### src/rtl/ps2_pkg.sv
// Shared PS/2 definitions: host transmitter states, error codes, and command and reply bytes.
package ps2_pkg;

    typedef enum logic [2:0] {
        IDLE,
        INHIBIT,
        SEND,
        ACK,
        WAIT_IDLE
    } ps2_state_e;

    localparam logic [1:0] ERR_NONE     = 2'b00;
    localparam logic [1:0] ERR_TIMEOUT  = 2'b01;
    localparam logic [1:0] ERR_NOACK    = 2'b10;
    localparam logic [1:0] ERR_BUSYLINE = 2'b11;

    localparam logic [7:0] CMD_SET_LED = 8'hED;
    localparam logic [7:0] CMD_ECHO    = 8'hEE;
    localparam logic [7:0] CMD_RESET   = 8'hFF;

    localparam logic [7:0] RSP_ACK    = 8'hFA;
    localparam logic [7:0] RSP_RESEND = 8'hFE;

    localparam int unsigned CNT_W = 21;

    function automatic logic odd_parity(input logic [7:0] d);
        return ~^d;
    endfunction

endpackage

### src/rtl/ps2_line_sync.sv
// Two-flop synchronizers for PS2_CLK/PS2_DATA plus a registered PS2_CLK falling-edge pulse.
module ps2_line_sync (
    input  logic clk,
    input  logic rst,
    input  logic ps2_clk_in,
    input  logic ps2_data_in,
    output logic clk_sync,
    output logic data_sync,
    output logic clk_fe
);

    logic clk_meta_q, clk_meta_d;
    logic clk_sync_q, clk_sync_d;
    logic data_meta_q, data_meta_d;
    logic data_sync_q, data_sync_d;
    logic clk_prev_q, clk_prev_d;
    logic clk_fe_q, clk_fe_d;

    always_comb begin
        clk_meta_d  = ps2_clk_in;
        clk_sync_d  = clk_meta_q;
        data_meta_d = ps2_data_in;
        data_sync_d = data_meta_q;
        clk_prev_d  = clk_sync_q;
        clk_fe_d    = clk_prev_q & ~clk_sync_q;
    end

    // Line flops reset to the idle (pulled-up) level so reset release cannot fake an edge.
    always_ff @(posedge clk or posedge rst) begin
        if (rst) begin
            clk_meta_q  <= 1'b1;
            clk_sync_q  <= 1'b1;
            data_meta_q <= 1'b1;
            data_sync_q <= 1'b1;
            clk_prev_q  <= 1'b1;
            clk_fe_q    <= 1'b0;
        end else begin
            clk_meta_q  <= clk_meta_d;
            clk_sync_q  <= clk_sync_d;
            data_meta_q <= data_meta_d;
            data_sync_q <= data_sync_d;
            clk_prev_q  <= clk_prev_d;
            clk_fe_q    <= clk_fe_d;
        end
    end

    assign clk_sync  = clk_sync_q;
    assign data_sync = data_sync_q;
    assign clk_fe    = clk_fe_q;

endmodule

### src/rtl/ps2_host_tx.sv
// PS/2 host-to-device command transmitter: inhibit, request-to-send, 11-bit frame, ACK check,
// and a bus-idle wait, driving the open-drain lines through output enables.
module ps2_host_tx
    import ps2_pkg::*;
#(
    parameter int unsigned INHIBIT_CYCLES   = 12000,
    parameter int unsigned TIMEOUT_CYCLES   = 1500000,
    parameter int unsigned IDLE_WAIT_CYCLES = 5000
) (
    input  logic       clk,
    input  logic       rst,
    input  logic       tx_valid,
    input  logic [7:0] tx_data,
    output logic       tx_ready,
    input  logic       ps2_clk_in,
    input  logic       ps2_data_in,
    output logic       ps2_clk_oe,
    output logic       ps2_data_oe,
    output logic       rx_inhibit,
    output logic       done,
    output logic       err,
    output logic [1:0] err_code
);

    localparam logic [CNT_W-1:0] INHIBIT_LAST = CNT_W'(INHIBIT_CYCLES - 1);
    localparam logic [CNT_W-1:0] TIMEOUT_LIM  = CNT_W'(TIMEOUT_CYCLES);
    localparam logic [CNT_W-1:0] IDLE_LIM     = CNT_W'(IDLE_WAIT_CYCLES);

    logic clk_sync, data_sync, clk_fe;

    ps2_line_sync u_line_sync (
        .clk         (clk),
        .rst         (rst),
        .ps2_clk_in  (ps2_clk_in),
        .ps2_data_in (ps2_data_in),
        .clk_sync    (clk_sync),
        .data_sync   (data_sync),
        .clk_fe      (clk_fe)
    );

    ps2_state_e       state_q, state_d;
    logic [CNT_W-1:0] cnt_q, cnt_d;
    logic [CNT_W-1:0] tmo_q, tmo_d;
    logic [3:0]       bit_n_q, bit_n_d;
    logic [8:0]       shift_q, shift_d;
    logic             clk_oe_q, clk_oe_d;
    logic             data_oe_q, data_oe_d;
    logic             done_q, done_d;
    logic             err_q, err_d;
    logic [1:0]       err_code_q, err_code_d;
    logic [CNT_W-1:0] tmo_inc, idle_inc;

    always_comb begin
        state_d    = state_q;
        cnt_d      = cnt_q;
        tmo_d      = tmo_q;
        bit_n_d    = bit_n_q;
        shift_d    = shift_q;
        clk_oe_d   = clk_oe_q;
        data_oe_d  = data_oe_q;
        done_d     = 1'b0;
        err_d      = 1'b0;
        err_code_d = ERR_NONE;
        tmo_inc    = tmo_q + 1'b1;
        idle_inc   = (clk_sync && data_sync) ? cnt_q + 1'b1 : '0;

        // The done/err cycle is the last busy cycle, so tx_ready rises one cycle after the pulse.
        if (done_q || err_q) begin
            state_d   = IDLE;
            cnt_d     = '0;
            tmo_d     = '0;
            bit_n_d   = '0;
            clk_oe_d  = 1'b0;
            data_oe_d = 1'b0;
        end else begin
            unique case (state_q)
                IDLE: begin
                    if (tx_valid) begin
                        shift_d   = {odd_parity(tx_data), tx_data};
                        cnt_d     = '0;
                        tmo_d     = '0;
                        bit_n_d   = '0;
                        clk_oe_d  = 1'b1;
                        data_oe_d = 1'b0;
                        state_d   = INHIBIT;
                    end
                end
                INHIBIT: begin
                    if (data_oe_q) begin
                        clk_oe_d = 1'b0;
                        tmo_d    = '0;
                        bit_n_d  = '0;
                        state_d  = SEND;
                    end else if (cnt_q >= INHIBIT_LAST) begin
                        data_oe_d = 1'b1;
                    end else begin
                        cnt_d = cnt_q + 1'b1;
                    end
                end
                SEND: begin
                    if (clk_fe) begin
                        tmo_d = '0;
                        if (bit_n_q >= 4'd9) begin
                            data_oe_d = 1'b0;
                            state_d   = ACK;
                        end else begin
                            data_oe_d = ~shift_q[0];
                            shift_d   = {1'b0, shift_q[8:1]};
                            bit_n_d   = bit_n_q + 1'b1;
                        end
                    end else if (tmo_inc >= TIMEOUT_LIM) begin
                        clk_oe_d   = 1'b0;
                        data_oe_d  = 1'b0;
                        err_d      = 1'b1;
                        err_code_d = ERR_TIMEOUT;
                    end else begin
                        tmo_d = tmo_inc;
                    end
                end
                ACK: begin
                    if (clk_fe) begin
                        tmo_d = '0;
                        if (!data_sync) begin
                            cnt_d   = '0;
                            state_d = WAIT_IDLE;
                        end else begin
                            clk_oe_d   = 1'b0;
                            data_oe_d  = 1'b0;
                            err_d      = 1'b1;
                            err_code_d = ERR_NOACK;
                        end
                    end else if (tmo_inc >= TIMEOUT_LIM) begin
                        clk_oe_d   = 1'b0;
                        data_oe_d  = 1'b0;
                        err_d      = 1'b1;
                        err_code_d = ERR_TIMEOUT;
                    end else begin
                        tmo_d = tmo_inc;
                    end
                end
                WAIT_IDLE: begin
                    if (idle_inc >= IDLE_LIM) begin
                        done_d = 1'b1;
                    end else if (tmo_inc >= TIMEOUT_LIM) begin
                        clk_oe_d   = 1'b0;
                        data_oe_d  = 1'b0;
                        err_d      = 1'b1;
                        err_code_d = ERR_BUSYLINE;
                    end else begin
                        cnt_d = idle_inc;
                        tmo_d = tmo_inc;
                    end
                end
                default: begin
                    state_d   = IDLE;
                    clk_oe_d  = 1'b0;
                    data_oe_d = 1'b0;
                end
            endcase
        end
    end

    always_ff @(posedge clk or posedge rst) begin
        if (rst) begin
            state_q    <= IDLE;
            cnt_q      <= '0;
            tmo_q      <= '0;
            bit_n_q    <= '0;
            shift_q    <= '0;
            clk_oe_q   <= 1'b0;
            data_oe_q  <= 1'b0;
            done_q     <= 1'b0;
            err_q      <= 1'b0;
            err_code_q <= ERR_NONE;
        end else begin
            state_q    <= state_d;
            cnt_q      <= cnt_d;
            tmo_q      <= tmo_d;
            bit_n_q    <= bit_n_d;
            shift_q    <= shift_d;
            clk_oe_q   <= clk_oe_d;
            data_oe_q  <= data_oe_d;
            done_q     <= done_d;
            err_q      <= err_d;
            err_code_q <= err_code_d;
        end
    end

    assign tx_ready    = (state_q == IDLE);
    assign rx_inhibit  = (state_q != IDLE);
    assign ps2_clk_oe  = clk_oe_q;
    assign ps2_data_oe = data_oe_q;
    assign done        = done_q;
    assign err         = err_q;
    assign err_code    = err_code_q;

endmodule
### config.mk
export PLATFORM = sky130hd
export DESIGN_NAME = ps2_host_tx
export DESIGN_NICKNAME = d
export VERILOG_FILES = /design/src/rtl/ps2_pkg.sv /design/src/rtl/ps2_line_sync.sv /design/src/rtl/ps2_host_tx.sv
export SDC_FILE = /design/constraint.sdc
export NUM_CORES = 1
export LEC_CHECK = 0
export CORE_MARGIN = 2
export CORE_UTILIZATION = 45
export DETAILED_ROUTE_END_ITERATION = 12
export PLACE_DENSITY = 0.61
export SETUP_SLACK_MARGIN = 0.15
export SYNTH_ARGS = -nofsm -noshare
export SYNTH_HDL_FRONTEND = slang
export SYNTH_SLANG_ARGS = --single-unit
### constraint.sdc
create_clock -name clk -period 2.7 [get_ports clk]
set_clock_uncertainty 0.15 [all_clocks]
set_input_delay 0.675 -clock clk [delete_from_list [all_inputs] [get_ports clk]]
set_output_delay 0.675 -clock clk [all_outputs]
set_load 0.05 [all_outputs]
==> impl_metrics.py <==
metrics = {
    "status": {
        "status": "finished, violations left",
        "violations": "negative setup slack",
    },
    "global_route": {
        "grt_pass1_vias": 4800,
        "grt_antenna_before_repair": 0,
        "grt_pass1_wl_um": 23400,
        "grt-busiest-layer": "met2",
        "gr-usage-met3_pct": 5.30,
        "overflow": 0,
        "grt_use_total_pct": 26.4,
        "met2_usage_pct": 43.8,
        "grtUsageMet1_pct": 34.0,
        "grt_max_degree": 32,
    },
    "yosys": {
        "synth_fa_ha_area_share_pct": 1.37,
        "syn_nets": 541,
        "async_flop_share_pct": 100,
        "synth_ff_type": "dfrtp_1",
        "synth.avg_cell_area_um2": 8.74,
        "synthXorXnorAreaFrac_pct": 2.87,
        "synth_top_family_by_area": "simple AND/OR/NAND/NOR gates",
        "netlist_area_um2": 4570,
        "syn_inst": 523,
        "yosys.area_share.simple_pct": 26.0,
        "ys_seq_area_share_pct": 38.5,
        "ys_warn_count": 0,
        "yosysUniqueCellTypes": 77,
        "synth_compound_gate_area_share_pct": 23.6,
        "synth-seq-cells": 70,
        "synth_edf_count": 0,
        "muxShareOfSynthArea_pct": 3.81,
    },
    "die": {
        "die_x_um": 105,
        "dieHeight_um": 105,
        "die_area_um2": 11000,
        "num_rows": 36,
        "io_pins": 21,
        "start_util_pct": 46.5,
        "coreArea_um2": 9820,
    },
    "detailed_routing": {
        "wl_per_cell_um": 17.9,
        "firstDrtPassIters": 5,
        "routed_wl_um": 14900,
        "vias": 4945,
        "drc_errors": 0,
        "final_antenna_net_count": 0,
        "via_per_inst": 5.94,
        "drtIter0Drc": 280,
    },
    "power": {
        "power_density_nw_per_um2": 639,
        "power_uw": 4520,
        "ir_worst_vdd_mv": 0.839,
        "leakagePower_uw": 0.00306,
    },
    "final_layout": {
        "area_growth_pct": 54.6,
        "num-fill-cells": 738,
        "drive_above_1_share_pct": 44.6,
        "diodes": 0,
        "utilization_pct": 72.0,
        "final_common_cell": "buf_4",
        "stdcell_count": 832,
        "multiInputGateArea_um2": 3250,
        "mostFrequentLayoutCells": "buf_4, dfrtp_1, nor2_1, nand2_1, buf_6",
        "regArea_um2": 1760,
        "num-nets-final": 712,
    },
    "timing": {
        "finalCritPeriodShare_pct": 111,
        "tns_ns": -9.27,
        "worst_slack_ns": -0.299,
        "max_freq_mhz": 333,
        "maxSlewHeadroom_pct": 66.3,
        "hold_violations": 0,
        "holdWs_ns": 0.211,
        "rsz0062_at_grt": "true",
        "worst_pin_slew_ns": 0.505,
        "setup_viol": 48,
        "maxSlewViolCount": 0,
        "period_minus_slack_ns": 3.00,
    },
    "cts": {
        "clk_path_buf_depth": 2,
        "insertion_delay_ns": 0.37,
        "cts_sinks": 70,
        "cts_tree": "yes",
        "ctsHoldBuffers": 0,
        "cts_htree_levels": 3,
        "root_buffer": "clkbuf_8",
        "clk_pin_slew_ns": 0.08,
        "cts_buffers": 9,
    },
    "worst_setup_path": {
        "cp.arrival_ns": 3.08,
        "worstPathMaxFanout": 6,
        "cp.required_ns": 2.78,
        "criticalPathCategory": "flip-flop to flip-flop",
        "cp-start-kind": "flip-flop",
        "end_kind": "flip-flop",
    },
    "hold_path": {
        "holdCritPathClass": "flip-flop to flip-flop",
    },
    "run": {
        "cap_viol_max_count": 0,
    },
    "place": {
        "dp_hpwl_um": 9360,
        "io_buffer_count": 20,
        "dp_cells": 769,
        "routabilityCongestion": 0.943,
    },
}
worst paths after layout:
check                           cells past startpoint                      to  slack (ns)               startpoint
max in group asynchronous                           3  u_line_sync.clk_prev_q        1.36                      rst
worst max-delay path                               12                cnt_q[3]       -0.30                 tmo_q[1]
worst min-delay path                                0   u_line_sync.data_sync        0.21  u_line_sync.data_meta_q
min in group asynchronous                           2               tmo_q[14]        0.51                      rst
worst max register to register                     12                cnt_q[3]       -0.30                 tmo_q[1]
worst min register to register                      0   u_line_sync.data_sync        0.21  u_line_sync.data_meta_q
layout make-up:
class	instances	area share (%)
Tap cell	133	2.35
Clock buffer	10	1.95
Multi-Input combinational cell	412	45.9
Timing Repair Buffer	189	22.7
Inverter	12	0.744
Sequential cell	70	25.0
Clock inverter	6	1.31
through the flow:
stage	setup WS (ns)	instance area, um^2
after floorplan	-0.103	4640
after global placement	-0.255	5800
after detailed placement	-0.299	5800
after CTS	-0.202	6510
after global routing	-0.412	7070
final	-0.299	7070
worst max-delay path, cell delays in order (launching register included):
cell      delay [ns]
dfrtp_2         0.45
ha_4            0.19
and4_4          0.21
and2b_2         0.24
nor4b_1         0.16
o21ai_0         0.20
o311a_1         0.26
o31a_4          0.20
a21oi_4         0.08
buf_4           0.15
buf_6           0.13
o311ai_2        0.31
o31ai_2         0.13
sequential cells by signal, indices dropped and copies added, names as in the netlist:
name / cells
done: 1
u_line_sync.data_sync: 1
u_line_sync.clk_fe: 1
state_q: 3
err: 1
ps2_clk_oe: 1
u_line_sync.clk_sync: 1
tmo_q: 21
bit_n_q: 4
ps2_data_oe: 1
u_line_sync.clk_prev_q: 1
u_line_sync.data_meta_q: 1
shift_q: 9
cnt_q: 21
err_code: 2
u_line_sync.clk_meta_q: 1
synthesized netlist by cell type (all sizes together), types with 12 or more instances:
library cell	instances	share of area (%)
nor2	47	3.9
nand2	31	2.6
buf	15	1.7
xnor2	12	2.3
o21ai	52	5.7
and3	15	2.2
o31ai	16	2.7
dfrtp	65	36
nand4	18	2.6
mux2i	14	3.1
a21oi	26	2.9
nor3	15	1.9
clkbuf	16	1.3
and2	17	2.4
nand3	27	3.3
what timing repair did:
| action | 4_1_cts | 5_1_grt |
|---|---|---|
| hold endpoints to repair | 0 | 0 |
| buffers inserted | 15 | 27 |
| gates cloned | 4 | 1 |
| pin swaps | 33 | 35 |
| setup endpoints to repair | 48 | 48 |
| resized for setup | 79 | 88 |
layer usage:
metal  wire (um)  up-vias
met1        6290     2404
met3         870       39
met4         358        0
met5           0        -
met2        7410      189
li1            -     2313
logic make-up (layout without fill, tap and decap cells):
| family | count (synthesis) | after routing |
|---|---|---|
| xor+xnor | 15 | 15 |
| flops | 70 | 70 |
| simple gates | 214 | 215 |
| compound gates | 159 | 160 |
| mux | 17 | 17 |
| buf+inv | 43 | 217 |
| fa+ha+maj | 5 | 5 |
report_power, final:
part	internal, uW	leakage [uW]	switching [uW]
logic	905	0.00204	1270
registers	1190	0.000915	145
clock network	552	0.000110	452
Power figures use the tool's default switching activity.
